==> config.mk <==
export PLATFORM = sky130hd
export DESIGN_NAME = mem_access_stage
export DESIGN_NICKNAME = d
export VERILOG_FILES = /design/src/rtl/mem_access_stage.sv
export SDC_FILE = /design/constraint.sdc
export NUM_CORES = 1
export LEC_CHECK = 0
export ABC_AREA = 1
export BUFFER_PORTS_ARGS = -buffer_cell sky130_fd_sc_hd__buf_2
export CORE_ASPECT_RATIO = 0.6
export CORE_MARGIN = 5
export CORE_UTILIZATION = 49
export DETAILED_ROUTE_END_ITERATION = 7
export GPL_ROUTABILITY_DRIVEN = 0
export PLACE_DENSITY_LB_ADDON = 0.1
export SYNTH_ARGS = -nofsm -noshare
export SYNTH_HDL_FRONTEND = slang
export SYNTH_SLANG_ARGS = --single-unit
==> constraint.sdc <==
create_clock -name clk -period 4.03 [get_ports clk]
set_input_delay 0.403 -clock clk [delete_from_list [all_inputs] [get_ports clk]]
set_output_delay 0.403 -clock clk [all_outputs]
set_load 0.05 [all_outputs]
==> src/rtl/mem_access_stage.sv <==
// MEM stage: drives the req/ack data bus for LB/LH/LW/SB/SH/SW and forwards write-back fields.
// Optional build macro MEM_ALIGN_CHECK_EN adds misalign_o and traps misaligned word/half accesses.
module mem_access_stage #(
  parameter int unsigned BUS_TIMEOUT = 255,
  parameter int unsigned ALUOP_W     = 8
) (
  input  logic               clk,
  input  logic               rst,
  input  logic [ALUOP_W-1:0] aluop_i,
  input  logic [31:0]        mem_addr_i,
  input  logic [31:0]        reg2_i,
  input  logic [4:0]         wd_i,
  input  logic               wreg_i,
  input  logic [31:0]        wdata_i,
  input  logic [31:0]        pc_i,
  output logic [4:0]         wd_o,
  output logic               wreg_o,
  output logic [31:0]        wdata_o,
  output logic               stallreq_o,
  output logic               dbus_req_o,
  output logic               dbus_we_o,
  output logic [31:0]        dbus_addr_o,
  output logic [3:0]         dbus_sel_o,
  output logic [31:0]        dbus_wdata_o,
  input  logic [31:0]        dbus_rdata_i,
  input  logic               dbus_ack_i,
`ifdef MEM_ALIGN_CHECK_EN
  output logic               misalign_o,
`endif
  output logic               bus_err_o
);

  localparam logic [ALUOP_W-1:0] OpLb = ALUOP_W'(8'hE0);
  localparam logic [ALUOP_W-1:0] OpLh = ALUOP_W'(8'hE1);
  localparam logic [ALUOP_W-1:0] OpLw = ALUOP_W'(8'hE3);
  localparam logic [ALUOP_W-1:0] OpSb = ALUOP_W'(8'hE8);
  localparam logic [ALUOP_W-1:0] OpSh = ALUOP_W'(8'hE9);
  localparam logic [ALUOP_W-1:0] OpSw = ALUOP_W'(8'hEB);
  localparam logic [7:0]         CntLast = 8'(BUS_TIMEOUT - 1);

  typedef enum logic [1:0] {StIdle, StBus, StDone} state_e;

  state_e      state_q, state_d;
  logic [7:0]  cnt_q, cnt_d;
  logic [31:0] rdata_q, rdata_d;
  logic [31:0] addr_q, addr_d;
  logic [3:0]  sel_q, sel_d;
  logic [31:0] wdat_q, wdat_d;
  logic        we_q, we_d;
  logic        err_q, err_d;
`ifdef MEM_ALIGN_CHECK_EN
  logic        mis_q, mis_d;
`endif

  logic        is_load, is_store, is_mem, is_byte, is_half;
  logic [1:0]  a;
  logic [3:0]  lane_sel;
  logic [31:0] store_data, byte_sh, half_sh, load_ext;
  logic        unused_pc;

  assign unused_pc = ^pc_i;
  assign a         = mem_addr_i[1:0];
  assign is_load   = (aluop_i == OpLb) || (aluop_i == OpLh) || (aluop_i == OpLw);
  assign is_store  = (aluop_i == OpSb) || (aluop_i == OpSh) || (aluop_i == OpSw);
  assign is_mem    = is_load || is_store;
  assign is_byte   = (aluop_i == OpLb) || (aluop_i == OpSb);
  assign is_half   = (aluop_i == OpLh) || (aluop_i == OpSh);

  always_comb begin
    lane_sel   = 4'b1111;
    store_data = reg2_i;
    if (is_byte) begin
      lane_sel   = 4'b0001 << a;
      store_data = {4{reg2_i[7:0]}};
    end else if (is_half) begin
      lane_sel   = 4'b0011 << {a[1], 1'b0};
      store_data = {2{reg2_i[15:0]}};
    end
  end

  // Address bits are still valid in DONE: upstream only advances at the end of that cycle.
  assign byte_sh = rdata_q >> {a, 3'b000};
  assign half_sh = rdata_q >> {a[1], 4'b0000};

  always_comb begin
    load_ext = rdata_q;
    if (aluop_i == OpLb)      load_ext = {{24{byte_sh[7]}}, byte_sh[7:0]};
    else if (aluop_i == OpLh) load_ext = {{16{half_sh[15]}}, half_sh[15:0]};
  end

  always_comb begin
    state_d = state_q;
    cnt_d   = cnt_q;
    rdata_d = rdata_q;
    addr_d  = addr_q;
    sel_d   = sel_q;
    wdat_d  = wdat_q;
    we_d    = we_q;
    err_d   = err_q;
`ifdef MEM_ALIGN_CHECK_EN
    mis_d   = mis_q;
`endif
    unique case (state_q)
      StIdle: begin
        err_d = 1'b0;
        if (is_mem) begin
`ifdef MEM_ALIGN_CHECK_EN
          if (((aluop_i == OpLw || aluop_i == OpSw) && a != 2'b00) || (is_half && a[0])) begin
            state_d = StDone;
            mis_d   = 1'b1;
          end else
`endif
          begin
            state_d = StBus;
            cnt_d   = 8'd0;
            addr_d  = {mem_addr_i[31:2], 2'b00};
            sel_d   = lane_sel;
            wdat_d  = store_data;
            we_d    = is_store;
          end
        end
      end
      StBus: begin
        cnt_d = cnt_q + 8'd1;
        // Ack takes priority over a timeout landing on the same cycle.
        if (dbus_ack_i) begin
          rdata_d = dbus_rdata_i;
          state_d = StDone;
        end else if (cnt_q == CntLast) begin
          rdata_d = 32'd0;
          err_d   = 1'b1;
          state_d = StDone;
        end
      end
      StDone: begin
        state_d = StIdle;
        err_d   = 1'b0;
`ifdef MEM_ALIGN_CHECK_EN
        mis_d   = 1'b0;
`endif
      end
      default: state_d = StIdle;
    endcase
  end

  always_ff @(posedge clk or posedge rst) begin
    if (rst) begin
      state_q <= StIdle;
      cnt_q   <= 8'd0;
      rdata_q <= 32'd0;
      addr_q  <= 32'd0;
      sel_q   <= 4'd0;
      wdat_q  <= 32'd0;
      we_q    <= 1'b0;
      err_q   <= 1'b0;
`ifdef MEM_ALIGN_CHECK_EN
      mis_q   <= 1'b0;
`endif
    end else begin
      state_q <= state_d;
      cnt_q   <= cnt_d;
      rdata_q <= rdata_d;
      addr_q  <= addr_d;
      sel_q   <= sel_d;
      wdat_q  <= wdat_d;
      we_q    <= we_d;
      err_q   <= err_d;
`ifdef MEM_ALIGN_CHECK_EN
      mis_q   <= mis_d;
`endif
    end
  end

  always_comb begin
    wd_o         = 5'd0;
    wreg_o       = 1'b0;
    wdata_o      = 32'd0;
    stallreq_o   = 1'b0;
    bus_err_o    = 1'b0;
    dbus_req_o   = 1'b0;
    dbus_we_o    = 1'b0;
    dbus_addr_o  = 32'd0;
    dbus_sel_o   = 4'd0;
    dbus_wdata_o = 32'd0;
`ifdef MEM_ALIGN_CHECK_EN
    misalign_o   = 1'b0;
`endif
    if (!rst) begin
      wd_o    = wd_i;
      wdata_o = wdata_i;
      unique case (state_q)
        StIdle: begin
          if (is_mem) stallreq_o = 1'b1;
          else        wreg_o     = wreg_i;
        end
        StBus: begin
          stallreq_o   = 1'b1;
          dbus_req_o   = 1'b1;
          dbus_we_o    = we_q;
          dbus_addr_o  = addr_q;
          dbus_sel_o   = sel_q;
          dbus_wdata_o = wdat_q;
        end
        StDone: begin
          bus_err_o = err_q;
`ifdef MEM_ALIGN_CHECK_EN
          misalign_o = mis_q;
          if (is_load && !mis_q) begin
`else
          if (is_load) begin
`endif
            wreg_o  = wreg_i;
            wdata_o = load_ext;
          end
        end
        default: ;
      endcase
    end
  end

endmodule

==> run summary, run 1 <==
Number of global-route vias before repair - 6600
Design area - 8460 sq um
Synth warnings - 0
Final critical-path required period - 3220 ps
Fillers - 1410
Final Cycle Share - 79.9%
Via Count - 7475
CP Data Arrival Time - 2820 ps
Die Wd - 164 um
FF-to-FF End - rdata_q[0]
Die area - 16800 sq um
RSZ-0062 raised after global routing - false
Biggest cell delay along the critical path - 620 ps
MaxCap Viol Count - 0
Dpl cell area - 8170 sq um
Hold Crit Start - mem_addr_i[26]
CP startpoint kind - primary input
Final Skew - 8.31 ps
First-pass GRT wire length - 34.4 mm
Status - finished clean
Library cells used by synthesis - 32
CP bufs+invs - 3
Total iterations of the first detailed-routing run - 5
Core area - 13800 sq um
Sink Count - 110
#FFs+latches synth - 110
H-tree Lvls - 3
Area Overhead vs Synth - 21.0%
Clock buffer depth - 2
Power density over the cells - 436 nW/um^2
Leak - 4.93 nW
Seq/Total Area, Yosys - 39.3%
Post-synth top area share - 39.3%
Slowest cell on the critical path - buf_2
Row cnt - 33
Fin nets - 1468
Post-Syn Instances - 1088
Dpl hpwl - 15.9 mm
R2r setup slk - 1530 ps
CP startpoint - mem_addr_i[1]
N_diodes - 0
TritonCTS buffer count - 9
Tot GR Track Use - 25.6%
DRT Wirelength - 21.9 mm
Worst reg2reg startpoint - state_q[0]
Mapped Area - 7000 sq um
# hold bufs at CTS - 0
WL/cell - 14.8 um
DRT iter0 DRCs - 697
Initial antenna violation count - 0
Synth async-reset ratio - 100%
Power after layout - 3.69 mW
Crit-path cells - buf_2 -> inv_1 -> nand3_1 -> nand2_1 -> nor2_1 -> nor2_1 -> nor2_4 -> nand2_1 -> a21oi_1 -> buf_2
Post-synth EDFFs - 0
Least-Margin Pin Slew - 974 ps
CP delay by family, top - buffers and inverters
Relative slew slack - 35.0%
Io pins - 287
Crit end category - primary output
Slew Viols, Final - 0
CP Class - primary input to primary output
Top-count cell post-synth - nand2_1
Post-CTS setup buffers - 0
Critical path peak fanout - 51
Layout cells sized above 1 - 22.8%
Die Y - 103 um
Antenna-violating nets left - 0
Endpoints failing hold - 0
Post-synth top cells - nand2_1, dfrtp_1, inv_1
GRT overflow - 0
Cells on worst reg2reg path - 6
Initial Util - 50.6%
# DRC - 0
Worst setup endpoint - wdata_o[8]
Number of stages on the worst setup path - 10
Fin Setup TNS - 0 ps
Endpoints failing setup - 0
Tightest Hold Check Type - primary input to flop
Required @ worst endpoint - 3630 ps
Largest net degree at the start of global routing - 106
Port buffer count - 252
Worst VDD drop - 0.249 mV
CTS tree - done
Worst-skew pair later-pin latency - 350 ps
Worst-path clk slew - 80 ps
CTS Root Cell - clkbuf_16
FMAX - 0.311 GHz
Resized cells post-CTS - 0
DR vias/cell - 5.03
Syn_area_per_cell - 6.43 sq um
Most area-hungry cell type in the Yosys netlist - dfrtp_1
Ys flop type - dfrtp_1
Area contributors post-synth - dfrtp_1, nand2_1, nand3_1
## worst reg2reg max path, stage by stage, from the launching register on
cell,delay (ps)
dfrtp_1,410
inv_1,120
nor2_4,90
buf_4,580
nand2_1,140
inv_1,730
o21ai_0,260
## stage by stage
stage | std cells | utilization (%) | worst slack, ps | hold WS [ps]
after CTS | 1486 | 61.2 | 837 | 247
after floorplan | 1089 | - | 470 | 449
final | 1486 | 61.2 | 811 | 258
after global placement | 1470 | 59.1 | 897 | 463
after detailed placement | 1470 | 59.1 | 838 | 465
after global routing | 1486 | 61.2 | 577 | 258
## flip-flops by register name (all words and copies together) (netlist names)
| signal | cells |
|---|---|
| err_q | 1 |
| addr_q | 30 |
| we_q | 1 |
| rdata_q | 32 |
| cnt_q | 8 |
| state_q | 2 |
| sel_q | 4 |
| wdat_q | 32 |
## layout by cell type, fill, tap and decap left out, types with 8 or more instances in the layout
| master | synthesis | layout |
|---|---|---|
| buf_2 | 21 | 252 |
| o21ai_1 | 13 | 13 |
| nor2_1 | 104 | 103 |
| nand2_1 | 425 | 425 |
| a21oi_1 | 36 | 36 |
| nand3_1 | 101 | 101 |
| buf_4 | 8 | 8 |
| o21ai_0 | 89 | 89 |
| clkbuf_16 | 0 | 9 |
| inv_1 | 107 | 106 |
| dfrtp_1 | 110 | 110 |
## power breakdown
part | internal [mW] | total (mW) | leakage (nW) | switching [mW]
registers | 1.46 | 1.62 | 1.33 | 0.156
clock network | 0.447 | 0.875 | 0.142 | 0.427
logic | 0.373 | 1.20 | 3.45 | 0.823
## per-layer routing
| metal | vias to the layer above | part of all wire, % | track usage [%] |
|---|---|---|---|
| met5 | - | 0 | 0 |
| met4 | 0 | 0.59 | 3.09 |
| met3 | 13 | 11 | 8.43 |
| met2 | 323 | 41 | 36.2 |
| met1 | 3369 | 47 | 39.1 |
| li1 | 3770 | - | - |
## logic make-up after synthesis
kind of cell,Yosys count,synth area share (%)
other,1,0.0536
AND/OR/NAND/NOR,651,38.2
flip-flops,110,39.3
AO/OA/AOI/OAI,143,10.4
adder cells (fa/ha/maj),2,0.358
buffers and inverters,181,11.6
## cell type report
class,instances,area [sq um],share of cell area [%]
Sequential cell,110,2750,32.5
Inverter,110,419,4.95
Clock buffer,10,239,2.82
Tap cell,192,240,2.84
Timing Repair Buffer,260,1320,15.6
Clock inverter,6,50.0,0.591
Multi-Input combinational cell,798,3440,40.6
## worst min path at each step
stage	endpoint	slack, ps	cells past startpoint
3_3_place_gp	wdat_q[26]	460	2
4_1_cts	addr_q[16]	250	3
6_report	addr_q[26]	260	3
3_5_place_dp	wdat_q[1]	470	2
2_1_floorplan	wdat_q[0]	450	2
5_1_grt	addr_q[17]	260	3
No activity file was read; power rests on OpenSTA's default activity.
==> run 2: changes to the inputs <==
--- a/config.mk
+++ b/config.mk
@@ -9,7 +9,7 @@
 export BUFFER_PORTS_ARGS = -buffer_cell sky130_fd_sc_hd__buf_2
 export CORE_ASPECT_RATIO = 0.6
 export CORE_MARGIN = 5
-export CORE_UTILIZATION = 49
+export CORE_UTILIZATION = 45
 export DETAILED_ROUTE_END_ITERATION = 7
 export GPL_ROUTABILITY_DRIVEN = 0
 export PLACE_DENSITY_LB_ADDON = 0.1
==> constraint.sdc (replaced) <==
create_clock -name clk -period 2.6 [get_ports clk]
set_input_delay 0.26 -clock clk [delete_from_list [all_inputs] [get_ports clk]]
set_output_delay 0.26 -clock clk [all_outputs]
set_load 0.05 [all_outputs]
==> run 2 against run 1 <==
Compared with the run above: via count up 0.11%; design area grew 1.7%; setup slack worse by 630 ps; register-to-register slack got worse by 930 ps; die area grew 8.2%; global-route usage shrank 1.8 points; cell count up 1.5%; highest routed layer unchanged.
==> run summary, run 2 (synthesized netlist as in run 1, its figures left out) <==
R2r setup slk - 600 ps
# hold bufs at CTS - 0
Worst VDD drop - 0.342 mV
Via Count - 7483
Multi-input combinational cell area - 3450 sq um
Initial Util - 45.8%
Port buffer count - 252
Endpoints failing setup - 0
Worst-skew pair later-pin latency - 340 ps
Number of global-route vias before repair - 6780
Least-Margin Pin Slew - 708 ps
Final Skew - 7.54 ps
Largest net degree at the start of global routing - 111
Layout cells sized above 1 - 23.5%
WL/cell - 14.7 um
Slew Viols, Final - 0
Dpl hpwl - 16.4 mm
# DRC - 0
DRT iter0 DRCs - 677
Critical path peak fanout - 40
Worst-path clk slew - 80 ps
CTS Root Cell - clkbuf_16
Crit end category - primary output
Power after layout - 5.69 mW
Top Registers - rdata_q x32, wdat_q x32, addr_q x30
DR vias/cell - 4.96
Worst hold margin - 116 ps
Required @ worst endpoint - 2340 ps
GRT overflow - 0
Die area - 18200 sq um
Initial antenna violation count - 1
Area Overhead vs Synth - 23.0%
Power density over the cells - 662 nW/um^2
Worst setup endpoint - dbus_addr_o[29]
RSZ-0062 raised after global routing - false
Final critical-path required period - 2420 ps
Relative slew slack - 52.8%
FF+latch area - 2750 sq um
CP Class - flop to primary output
TritonCTS buffer count - 9
Status - finished clean
DP Worst Slack - 298 ps
Endpoints failing hold - 0
Sink Count - 110
Tightest Hold Check Type - primary input to flop
Die Wd - 171 um
CP startpoint kind - flop
Clock buffer depth - 2
Core area - 15300 sq um
Row cnt - 35
Design area - 8600 sq um
Total iterations of the first detailed-routing run - 5
Most common cell after layout, fill and taps aside - nand2_1
H-tree Lvls - 3
Final WS setup - 177 ps
Fin nets - 1480
Leak - 5.00 nW
FMAX - 0.413 GHz
Final Cycle Share - 93.2%
FF-to-FF End - rdata_q[24]
Fillers - 1580
Antenna-violating nets left - 0
First-pass GRT wire length - 35.2 mm
Cells on worst reg2reg path - 7
CTS tree - done
Tot GR Track Use - 23.8%
Dpl cell area - 8310 sq um
CP startpoint - state_q[0]
Worst reg2reg startpoint - state_q[0]
MaxCap Viol Count - 0
DRT Wirelength - 22.1 mm
Die Y - 107 um
Most frequent cells in the layout - nand2_1, buf_2, dfrtp_1, inv_1, nor2_1
Io pins - 287
CP Data Arrival Time - 2160 ps
run 2: changes by cell type in the layout (fill, tap and decap cells not counted), sizes merged:
cell	change
buf	+12
clkinv	+2
inv	-3
diode	+1
run 2: worst min path at each step:
stage,from,to,cells after the start
global route,mem_addr_i[20],addr_q[20],3
detailed placement,wdat_q[27],wdat_q[27],2
finish,mem_addr_i[10],addr_q[10],3
CTS,mem_addr_i[7],addr_q[7],3
floorplan,reg2_i[0],wdat_q[0],2
global placement,wdat_q[3],wdat_q[3],2
run 2: power by group:
group	internal, mW	switching (mW)
registers	2.27	0.245
clock network	0.684	0.641
logic	0.589	1.27
run 2: area by class of cell:
type	count	area share [%]
diodes	1	0.0291
clock inverters	5	0.524
clock buffers	10	2.78
multi-input cells	798	40.1
well taps	203	2.95
inverters	110	4.90
flip-flops and latches	110	32.0
repair buffers	272	16.7
run 2: routing by layer:
| layer | track usage, % | vias to the layer above | part of all wire (%) |
|---|---|---|---|
| met5 | 0 | - | 0 |
| met1 | 37.5 | 3364 | 48 |
| met2 | 32.7 | 305 | 41 |
| met3 | 6.23 | 18 | 11 |
| met4 | 4.52 | 0 | 0.95 |
| li1 | - | 3796 | - |
run 2: worst max-delay path, cell delays in order, from the launching register on:
cell,delay [ps]
dfrtp_1,410
inv_1,120
nor2_4,100
inv_1,120
nor2_1,320
inv_4,240
nor2_1,200
buf_2,290
run 2: metrics by stage:
step | util [%] | cells | TNS [ps]
after floorplan | - | 1089 | -4630
after global placement | 54.4 | 1493 | 0
after detailed placement | 54.4 | 1493 | 0
after CTS | 56.3 | 1508 | 0
after global routing | 56.3 | 1509 | 0
final | 56.3 | 1509 | 0
run 2: repair_timing:
action | CTS | global route
endpoints found under the setup margin | 0 | 5
buffers inserted | 0 | 0
resized for setup | 0 | 2
==> run 3: changes to the inputs <==
--- a/config.mk
+++ b/config.mk
@@ -9,7 +9,8 @@
 export BUFFER_PORTS_ARGS = -buffer_cell sky130_fd_sc_hd__buf_2
 export CORE_ASPECT_RATIO = 0.6
 export CORE_MARGIN = 5
-export CORE_UTILIZATION = 45
+export CORE_UTILIZATION = 46
+export CTS_BUF_LIST = sky130_fd_sc_hd__clkbuf_2 sky130_fd_sc_hd__clkbuf_4 sky130_fd_sc_hd__clkbuf_8
 export DETAILED_ROUTE_END_ITERATION = 7
 export GPL_ROUTABILITY_DRIVEN = 0
 export PLACE_DENSITY_LB_ADDON = 0.1
==> run 3 against run 2 <==
Compared with the run above: design area fell by 0.48%; first-iteration DRC count rose by 5.3%; sequential power barely moved; utilization rose by 2.0 points; highest routed layer is now met5.
==> run summary, run 3 (synthesized netlist as in run 1, its figures left out) <==
Worst hold margin - 76.5 ps
H-tree Lvls - 3
Initial antenna violation count - 2
Port buffer count - 252
WL/cell - 14.8 um
WL met1 - 10.6 mm
Met3 wire length - 2.38 mm
Fin nets - 1483
DRT iter0 DRCs - 713
Final critical-path required period - 2350 ps
CTS Root Cell - clkbuf_8
Top Layer Used - met5
Antenna-violating nets left - 0
Most common cell after layout, fill and taps aside - nand2_1
Clock buffer depth - 2
Fin Setup TNS - 0 ps
DR vias/cell - 4.99
Top Registers - rdata_q x32, wdat_q x32, addr_q x30
Endpoints failing hold - 0
Worst-path clk slew - 120 ps
Placed cell count - 1491
Tightest Hold Check Type - primary input to flop
MaxCap Viol Count - 0
Required @ worst endpoint - 2340 ps
GRT overflow - 0
Sink Count - 110
Post-CTS setup buffers - 0
Met2 wire length - 9.09 mm
Number of global-route vias before repair - 6815
DRT Wirelength - 22.3 mm
Slowest cell on the critical path - dfrtp_1
Slew Viols, Final - 0
Power density over the cells - 649 nW/um^2
Final Skew - 13.1 ps
Worst-skew pair later-pin latency - 380 ps
Relative slew slack - 58.2%
Fin util - 58.3%
Total iterations of the first detailed-routing run - 6
Status - finished clean
Final Cycle Share - 90.4%
Cell mode on critical path - nor2_1
Die Wd - 169 um
First-pass GRT wire length - 35.6 mm
RSZ-0062 raised after global routing - false
Least-Margin Pin Slew - 626 ps
Final non-filler cell total - 1508
CTS tree - done
Leak - 4.99 nW
Largest net degree at the start of global routing - 111
Layout cells sized above 1 - 23.8%
Die area - 17900 sq um
Initial Util - 47.7%
Row cnt - 34
CP Class - flop to primary output
Dpl hpwl - 16.4 mm
Multi-input combinational cell area - 3450 sq um
CP startpoint kind - flop
Resized cells post-CTS - 0
Fillers - 1501
Io pins - 287
# hold bufs at CTS - 0
Area Overhead vs Synth - 22.4%
Endpoints failing setup - 0
Tot GR Track Use - 24.4%
Power after layout - 5.56 mW
FF+latch area - 2750 sq um
Critical path peak fanout - 39
Core area - 14700 sq um
Crit-path cells - inv_1 -> nor2_1 -> nand2_2 -> buf_4 -> nor2_1 -> nand2_1 -> a21oi_1 -> buf_2
# DRC - 0
Crit end category - primary output
Die Y - 106 um
Via Count - 7528
Biggest cell delay along the critical path - 420 ps
TritonCTS buffer count - 9
FMAX - 0.425 GHz
Worst VDD drop - 0.296 mV
CP Data Arrival Time - 2090 ps
Most frequent cells in the layout - nand2_1, buf_2, dfrtp_1, inv_1, nor2_1
==> run 3: changes by cell type in the layout (fill, tap and decap cells not counted), moves of 2 or more <==
cell / delta
clkbuf_16: -9
clkbuf_8: +8
buf_4: +3
bufinv_16: +2
inv_6: +3
clkinv_4: -3
==> run 3: worst max-delay path, delay by kind of cell (launching register included) <==
| kind | cells | cell delay (ps) |
|---|---|---|
| AO/OA/AOI/OAI | 1 | 130 |
| buffers and inverters | 3 | 660 |
| flip-flops | 1 | 420 |
| AND/OR/NAND/NOR | 4 | 480 |
==> run 3: report_power, final <==
group / switching (mW) / internal (mW) / total, mW
sequential: 0.228 / 2.26 / 2.49
clock: 0.642 / 0.559 / 1.20
combinational: 1.28 / 0.590 / 1.87
total: 2.15 / 3.41 / 5.56
==> run 3: final timing paths <==
check | from | to | slack [ps] | cells after the start
setup / recovery | state_q[1] | wdata_o[6] | 250 | 8
hold / removal | mem_addr_i[19] | addr_q[19] | 80 | 3
max in group asynchronous | rst | addr_q[3] | 1980 | 3
setup reg to reg | state_q[0] | cnt_q[2] | 780 | 7
min in group asynchronous | rst | state_q[0] | 120 | 3
hold reg to reg | wdat_q[27] | wdat_q[27] | 490 | 2
==> run 3: final cells by class <==
class                   count  area share [%]
multi-input cells         798            40.3
flip-flops and latches    110            32.2
repair buffers            275            17.0
inverters                 110            4.93
well taps                 198            2.89
clock buffers               9            1.45
clock inverters             7            1.20
diodes                      1          0.0292
==> run 3: layer usage <==
metal,up-vias,global-route usage (%)
met4,2,3.56
met5,-,0
met3,19,7.33
li1,3796,-
met1,3415,37.4
met2,296,34.5
==> run 3: metrics by stage <==
stage	instance area, sq um	worst slack (ps)
floorplan	7030	-353
global placement	8330	336
global route	8560	11.4
CTS	8560	120
finish	8560	249
detailed placement	8330	304
